==> src/rtl/id_ex_stage.sv <==
// ---------------------------------------------------------------------------
// id_ex_stage
//
// ID/EX pipeline register in front of the 32-bit ALU. It captures the decoded
// instruction from ID and resolves operand forwarding from EX/MEM and MEM/WB.
// It drives the ALU operands and opcode directly. It also raises a
// combinational load-use stall request and inserts a bubble when one is seen.
//
// Ports
//   clk, rst_n                 clock, asynchronous active-low reset
//   id_*                       decoded instruction presented by decode
//   stall, flush               pipeline control (flush has priority)
//   mem_reg_write/rd/result    EX/MEM forwarding source
//   wb_reg_write/rd/result     MEM/WB forwarding source
//   ex_valid                   stage holds a live instruction
//   operand_a/b, alu_control   ALU inputs
//   ex_pc, ex_rd               registered PC and destination
//   ex_store_data              forwarded rs2 value (store data)
//   ex_reg_write/mem_read/mem_write  control bits gated by ex_valid
//   load_use_hazard            stall request to fetch/decode
// ---------------------------------------------------------------------------
module id_ex_stage #(
  parameter int XLEN = 32,
  parameter int RA_W = 5
) (
  input  logic            clk,
  input  logic            rst_n,
  input  logic            id_valid,
  input  logic [XLEN-1:0] id_pc,
  input  logic [RA_W-1:0] id_rs1,
  input  logic [RA_W-1:0] id_rs2,
  input  logic [RA_W-1:0] id_rd,
  input  logic [XLEN-1:0] id_rs1_data,
  input  logic [XLEN-1:0] id_rs2_data,
  input  logic [XLEN-1:0] id_imm,
  input  logic [3:0]      id_alu_control,
  input  logic            id_alu_src_pc,
  input  logic            id_alu_src_imm,
  input  logic            id_reg_write,
  input  logic            id_mem_read,
  input  logic            id_mem_write,
  input  logic            stall,
  input  logic            flush,
  input  logic            mem_reg_write,
  input  logic [RA_W-1:0] mem_rd,
  input  logic [XLEN-1:0] mem_result,
  input  logic            wb_reg_write,
  input  logic [RA_W-1:0] wb_rd,
  input  logic [XLEN-1:0] wb_result,
  output logic            ex_valid,
  output logic [XLEN-1:0] operand_a,
  output logic [XLEN-1:0] operand_b,
  output logic [3:0]      alu_control,
  output logic [XLEN-1:0] ex_pc,
  output logic [RA_W-1:0] ex_rd,
  output logic [XLEN-1:0] ex_store_data,
  output logic            ex_reg_write,
  output logic            ex_mem_read,
  output logic            ex_mem_write,
  output logic            load_use_hazard
);

  logic            valid_q, valid_d;
  logic [XLEN-1:0] pc_q, pc_d;
  logic [RA_W-1:0] rs1_q, rs1_d, rs2_q, rs2_d, rd_q, rd_d;
  logic [XLEN-1:0] rs1_data_q, rs1_data_d, rs2_data_q, rs2_data_d;
  logic [XLEN-1:0] imm_q, imm_d;
  logic [3:0]      alu_control_q, alu_control_d;
  logic            src_pc_q, src_pc_d, src_imm_q, src_imm_d;
  logic            reg_write_q, reg_write_d;
  logic            mem_read_q, mem_read_d;
  logic            mem_write_q, mem_write_d;
  logic [XLEN-1:0] fwd_rs1, fwd_rs2;

  // A writer hits a source register only if it writes, matches, and the
  // register is not x0.
  function automatic logic src_hit(input logic we, input logic [RA_W-1:0] wrd,
                                   input logic [RA_W-1:0] rs);
    return we && (wrd == rs) && (rs != '0);
  endfunction

  // The youngest producer (EX/MEM) wins over MEM/WB, which wins over the
  // value captured in this stage.
  function automatic logic [XLEN-1:0] fwd_sel(
    input logic [RA_W-1:0] rs, input logic [XLEN-1:0] reg_data,
    input logic m_we, input logic [RA_W-1:0] m_rd, input logic [XLEN-1:0] m_res,
    input logic w_we, input logic [RA_W-1:0] w_rd, input logic [XLEN-1:0] w_res);
    if (src_hit(m_we, m_rd, rs))      return m_res;
    else if (src_hit(w_we, w_rd, rs)) return w_res;
    else                              return reg_data;
  endfunction

  always_comb begin
    load_use_hazard = valid_q && mem_read_q && (rd_q != '0) && id_valid &&
                      ((rd_q == id_rs1) || (rd_q == id_rs2));
  end

  always_comb begin
    valid_d       = valid_q;
    pc_d          = pc_q;
    rs1_d         = rs1_q;
    rs2_d         = rs2_q;
    rd_d          = rd_q;
    rs1_data_d    = rs1_data_q;
    rs2_data_d    = rs2_data_q;
    imm_d         = imm_q;
    alu_control_d = alu_control_q;
    src_pc_d      = src_pc_q;
    src_imm_d     = src_imm_q;
    reg_write_d   = reg_write_q;
    mem_read_d    = mem_read_q;
    mem_write_d   = mem_write_q;
    if (flush) begin
      valid_d = 1'b0;
    end else if (stall) begin
      // A held instruction must not lose a write-back that retires while it
      // waits; once WB moves on, nothing else could supply that value.
      if (src_hit(wb_reg_write, wb_rd, rs1_q)) rs1_data_d = wb_result;
      if (src_hit(wb_reg_write, wb_rd, rs2_q)) rs2_data_d = wb_result;
    end else if (load_use_hazard) begin
      valid_d = 1'b0;
    end else begin
      valid_d       = id_valid;
      pc_d          = id_pc;
      rs1_d         = id_rs1;
      rs2_d         = id_rs2;
      rd_d          = id_rd;
      // The register file is read before WB writes it, so take WB directly.
      rs1_data_d    = src_hit(wb_reg_write, wb_rd, id_rs1) ? wb_result : id_rs1_data;
      rs2_data_d    = src_hit(wb_reg_write, wb_rd, id_rs2) ? wb_result : id_rs2_data;
      imm_d         = id_imm;
      alu_control_d = id_alu_control;
      src_pc_d      = id_alu_src_pc;
      src_imm_d     = id_alu_src_imm;
      reg_write_d   = id_reg_write;
      mem_read_d    = id_mem_read;
      mem_write_d   = id_mem_write;
    end
  end

  // ---- ID -> EX register boundary ----
  always_ff @(posedge clk or negedge rst_n) begin
    if (!rst_n) begin
      valid_q       <= 1'b0;
      pc_q          <= '0;
      rs1_q         <= '0;
      rs2_q         <= '0;
      rd_q          <= '0;
      rs1_data_q    <= '0;
      rs2_data_q    <= '0;
      imm_q         <= '0;
      alu_control_q <= '0;
      src_pc_q      <= 1'b0;
      src_imm_q     <= 1'b0;
      reg_write_q   <= 1'b0;
      mem_read_q    <= 1'b0;
      mem_write_q   <= 1'b0;
    end else begin
      valid_q       <= valid_d;
      pc_q          <= pc_d;
      rs1_q         <= rs1_d;
      rs2_q         <= rs2_d;
      rd_q          <= rd_d;
      rs1_data_q    <= rs1_data_d;
      rs2_data_q    <= rs2_data_d;
      imm_q         <= imm_d;
      alu_control_q <= alu_control_d;
      src_pc_q      <= src_pc_d;
      src_imm_q     <= src_imm_d;
      reg_write_q   <= reg_write_d;
      mem_read_q    <= mem_read_d;
      mem_write_q   <= mem_write_d;
    end
  end

  always_comb begin
    fwd_rs1 = fwd_sel(rs1_q, rs1_data_q, mem_reg_write, mem_rd, mem_result,
                      wb_reg_write, wb_rd, wb_result);
    fwd_rs2 = fwd_sel(rs2_q, rs2_data_q, mem_reg_write, mem_rd, mem_result,
                      wb_reg_write, wb_rd, wb_result);
  end

  assign ex_valid      = valid_q;
  assign operand_a     = src_pc_q  ? pc_q  : fwd_rs1;
  assign operand_b     = src_imm_q ? imm_q : fwd_rs2;
  assign alu_control   = alu_control_q;
  assign ex_pc         = pc_q;
  assign ex_rd         = rd_q;
  assign ex_store_data = fwd_rs2;
  assign ex_reg_write  = reg_write_q & valid_q;
  assign ex_mem_read   = mem_read_q  & valid_q;
  assign ex_mem_write  = mem_write_q & valid_q;

endmodule
==> config.mk <==
export PLATFORM = sky130hd
export DESIGN_NAME = id_ex_stage
export DESIGN_NICKNAME = d
export VERILOG_FILES = /design/src/rtl/id_ex_stage.sv
export SDC_FILE = /design/constraint.sdc
export NUM_CORES = 1
export LEC_CHECK = 0
export CAP_MARGIN = 20
export CORE_MARGIN = 3
export CORE_UTILIZATION = 41
export DETAILED_ROUTE_END_ITERATION = 7
export PLACE_DENSITY = 0.83
export SYNTH_ARGS = -nofsm -noshare
export SYNTH_HDL_FRONTEND = slang
export SYNTH_SLANG_ARGS = --single-unit
==> constraint.sdc <==
create_clock -name clk -period 4.2 [get_ports clk]
set_input_delay 0.84 -clock clk [delete_from_list [all_inputs] [get_ports clk]]
set_output_delay 0.84 -clock clk [all_outputs]
set_load 0.01 [all_outputs]
* After elaboration in Yosys (flattened, before gate mapping)
Cells that the tools add are included.
Storage, ports and cells: register bits after elaboration 153, input port bits 233, output and inout bits 142, logic and storage cells 69
Cells by class: equality and inequality tests 10, mux-type cells 15, bitwise logic cells 6, reductions and logical operators 24
Operators by type and width (number):
- $mux W32 | 12
- $eq A5 B5 Y1 | 8
- $reduce_bool A5 Y1 | 5
- $logic_and A1 B1 Y1 | 16
- $and A1 B1 Y1 | 3
- $mux W1 | 3
- $not A1 Y1 | 3
- $reduce_and A3 Y1 | 1
- $ne A2 B1 Y1 const B | 1
- $ne A2 B2 Y1 const B | 1
- $reduce_and A2 Y1 | 1
- $logic_or A1 B1 Y1 | 1

* Longest topological paths before layout
word-level depth 7, mapped depth 8, depth with buffers taken out 5

* Least setup slack after synthesis
No wires, ideal clock.
path kind input port to output port, from input port wb_rd[2], to output port operand_b[10], arrival time 2.501 ns, required time 3.360 ns, setup slack 0.859 ns, stages 8, path buffers 3, path through clkbuf_1 xnor2_1 and4_1 clkbuf_1 clkbuf_1 nand3_1 a31oi_1 mux2_2
On the way: cells in the longest elaborated chain, start to end 6
RTL lines:
- from (decl) | line 48 | input logic [RA_W-1:0] wb_rd,
- $eq A5 B5 Y1 | line 79 | return we && (wrd == rs) && (rs != '0);
- $logic_and A1 B1 Y1 (2 in series) | line 79
- $mux W32
- $mux W32 | line 88 | if (src_hit(m_we, m_rd, rs)) return m_res;
- via ex_store_data[10] | line 56 | output logic [XLEN-1:0] ex_store_data,
- $mux W32 | line 185 | assign operand_b = src_imm_q ? imm_q : fwd_rs2;
- to (decl) | line 52 | output logic [XLEN-1:0] operand_b,
The timed path passes the listed nets, and every way through them passes these cells.

* Worst setup path in the final report
from register rs1_q[1], to output port operand_a[14]
On the way: cells in the longest elaborated chain, start to end 6, elaborated cells on any way between the ends 10, classes of those cells eq/ne: 2; mux: 3; reduce/logical: 5
RTL lines:
- from (decl) | line 65 | logic [RA_W-1:0] rs1_q, rs1_d, rs2_q, rs2_d, rd_q, rd_d;
- from (signal assigned) | line 161 | rs1_q <= rs1_d;
- $eq A5 B5 Y1 | line 79
- $logic_and A1 B1 Y1 (2 in series) | line 79
- $mux W32
- $mux W32 (*) | line 88
- $mux W32 (*) | line 184 | assign operand_a = src_pc_q ? pc_q : fwd_rs1;
- to (decl) | line 51 | output logic [XLEN-1:0] operand_a,
Mark *: on every way between the ends. The rest lies on a longest branch, timed or not.

==> impl_metrics.yaml <==
detailed_routing:
  num_vias: 11273
  drtAntennaViolNets: 0
  routed_via_density: 6.11
  drt_iter0_markers: 1171
  routedWlPerCell_um: 23.4
  first_pass_iters: 8
  post-route-drc-count: 1
  routed_wl_um: 43200
setup_path:
  max_stage_delay_ps: 620
  regToRegStartpoint: "rs1_q[1]$_DFFE_PN0P_"
  path_max_fanout: 23
  path_delay_family: "buffers and inverters"
  reg2reg_depth: 5
  timing.rr.end: "rs1_data_q[8]$_DFFE_PN0P_"
  end_kind: "output pin"
  ff2ff_setup_slack_ps: 1290
  path_buf_inv: 3
  startpoint_type: "flip-flop"
  slowest_stage: "clkdlybuf4s50_1"
  critical_path.cell_chain: "or4_4 > o211a_2 > nand2_2 > buf_12 > buf_4 > a211oi_1 > o31ai_1 > clkdlybuf4s50_1"
  path_class: "reg2out"
  crit_arrival_ps: 3360
  required_ps: 3360
synthesis:
  synth_top_area_share_pct: 36.3
  netlist_area_um2: 10500
  syn_avg_cell_area_um2: 9.11
  synth_nets: 1390
  synth-edff-count: 0
  yosys_most_used_dff: "dfrtp_1"
  yosysSeqAreaShare_pct: 36.3
  yosys.cell_types.count: 45
  synth_warnings: 0
  synthArstFlopShare_pct: 100
  synthTopCellsByArea: "dfrtp_1 (36%), mux2_2 (12%), mux2i_1 (6.1%), a211oi_1 (4.6%), inv_1 (3.5%)"
  synth-seq-cells: 153
  synth_top_area_cell: "dfrtp_1"
  netlist_instances: 1157
cells_and_area:
  post-route-util_pct: 62.5
  area_growth_pct: 49.8
  regArea_um2: 3830
  final_common_cell: "clkdlybuf4s50_1"
  fin_area_um2: 15800
  final_cell_mix: "clkdlybuf4s50_1 (363), dfrtp_1 (151), mux2_2 (108)"
  layout.nets: 1735
  nFillCells: 2000
  n_antenna_cell: 0
  drive_above_1_share_pct: 17.7
  final_cells: 1844
  multi_input_area_um2: 6070
worst_hold_path:
  hold_path.class: "in2async"
pwr:
  p_per_area_nw_per_um2: 367
  peakVddDrop_mv: 0.292
  power.leakage_nw: 6.36
  power_mw: 5.79
sta:
  clock_skew_ps: 15.4
  worst_pin_slew_ps: 1080
  max_freq_mhz: 238
  drv_slew: 0
  setup-violations-final: 0
  finalHoldViolCount: 0
  slew_headroom_pct: 27.4
  fin_crit_ps: 4200
  rsz0062_at_grt: "yes"
  fin_tns_setup_ps: 0
  finalCritPeriodShare_pct: 99.9
clock_network:
  max-clock-path-buffers: 2
  clk_latency_ps: 430
  clkSinkCount: 153
  cts_tree: "done"
  cts-root-buf: "clkbuf_16"
  clkTransAtPathRegs_ps: 70
  numCtsBuffers: 17
  htreeDepth: 4
  hold_buffers: 0
floorplan:
  die_w_um: 166
  io_pins: 375
  dieArea_um2: 27700
  core-area_um2: 25300
  fp.dieH_um: 166
  std_cell_rows: 58
  start_util_pct: 41.7
run:
  maxCapViolations: 0
place:
  routabilityCongestion: 0.877
  dpl_cell_area_um2: 14900
  placedCellCount: 1812
  io_buffers: 374
  hpwl_um: 30800
status:
  failed_checks: "design-rule violations"
  status: "finished with violations"
grt:
  grt_pass1_vias: 11294
  grt_start_max_net_pins: 87
  grt-ovfl-total: 0
  grt_first_pass_wirelength_um: 65700
  grt.total_usage_pct: 29.8
  antenna_found_initial: 0
==> worst reg2reg max path: stages, from the launching register on <==
cell and delay, ps:
dfrtp_1 450, or4_4 600, o211ai_4 850, nor3_1 130, a2111oi_0 530, mux2i_1 200
==> how the worst max path moves through the flow <==
stage / from / endpoint / slack (ps) / depth (start not counted)
finish: rs1_q[1]$_DFFE_PN0P_ / operand_a[14] / 5 / 8
global placement: wb_rd[0] / operand_b[12] / -50 / 8
detailed placement: wb_rd[2] / operand_b[12] / -110 / 8
floorplan: wb_rd[2] / operand_b[10] / 860 / 8
global route: rs1_q[1]$_DFFE_PN0P_ / operand_a[14] / -50 / 8
CTS: wb_rd[2] / operand_a[9] / 6 / 9
==> synthesized netlist by cell type, types with 4 or more instances <==
| cell type | instances |
|---|---|
| buf_6 | 10 |
| a2111oi_0 | 32 |
| xnor2_1 | 23 |
| a31oi_1 | 32 |
| o21ai_0 | 34 |
| xor2_1 | 15 |
| clkbuf_1 | 74 |
| buf_1 | 4 |
| buf_2 | 26 |
| mux2_1 | 12 |
| dfrtp_1 | 153 |
| inv_1 | 98 |
| nor3_1 | 69 |
| nand3_1 | 33 |
| o221ai_1 | 32 |
| and2_1 | 4 |
| o211ai_2 | 4 |
| nor2_1 | 37 |
| nand2_1 | 98 |
| mux2_2 | 108 |
| mux2i_1 | 64 |
| a311oi_1 | 32 |
| o31ai_1 | 32 |
| nand4_1 | 4 |
| and3_1 | 32 |
| a211oi_1 | 64 |
==> what timing repair did <==
action,4_1_cts,5_1_grt
resized for setup,5,44
endpoints found under the setup margin,6,59
pin swaps,0,2
cloned,0,0
buffers inserted,0,1
==> power by group <==
part	switching (mW)	internal, mW
logic	1.04	1.21
clock network	0.727	0.890
registers	0.217	1.70
total	1.99	3.80
==> stage by stage <==
step / hold WS (ps) / setup WS, ps
6_report: 481 / 4.89
5_1_grt: 513 / -53.9
4_1_cts: 497 / 6.49
3_5_place_dp: 478 / -108
3_3_place_gp: 472 / -48.0
2_1_floorplan: 459 / 859
==> cell families (layout without fill, tap and decap cells) <==
group | Yosys count | count (layout) | synth area share (%)
xor+xnor | 38 | 38 | 3.16
compound gates | 272 | 272 | 19.6
mux | 184 | 184 | 18.9
flops | 153 | 153 | 36.3
simple gates | 291 | 291 | 13.1
buf+inv | 219 | 576 | 8.96
==> per-layer routing <==
metal,vias up,GRT usage (%),wire length [µm],part of all wire (%)
met5,-,0,0,0
met4,0,10.7,1450,3.4
met3,116,6.02,3770,8.7
met2,732,50.0,20800,48
met1,5472,38.5,17100,40
li1,4953,-,-,-
==> flip-flops by register name, indices dropped and copies added (netlist names) <==
| register | count |
|---|---|
| alu_control | 4 |
| ex_rd | 5 |
| reg_write_q | 1 |
| mem_write_q | 1 |
| src_imm_q | 1 |
| rs2_q | 5 |
| ex_pc | 32 |
| src_pc_q | 1 |
| rs1_data_q | 32 |
| ex_valid | 1 |
| rs2_data_q | 32 |
| rs1_q | 5 |
| imm_q | 32 |
| mem_read_q | 1 |
==> layout make-up <==
| cell class | count | area share, % |
|---|---|---|
| tap | 330 | 2.62 |
| sequential | 153 | 24.3 |
| clock inverter | 14 | 1.02 |
| inverter | 99 | 2.35 |
| multi-input combinational | 785 | 38.4 |
| clock buffer | 17 | 2.69 |
| timing repair buffer | 446 | 28.6 |
Power figures use the tool's default switching activity.
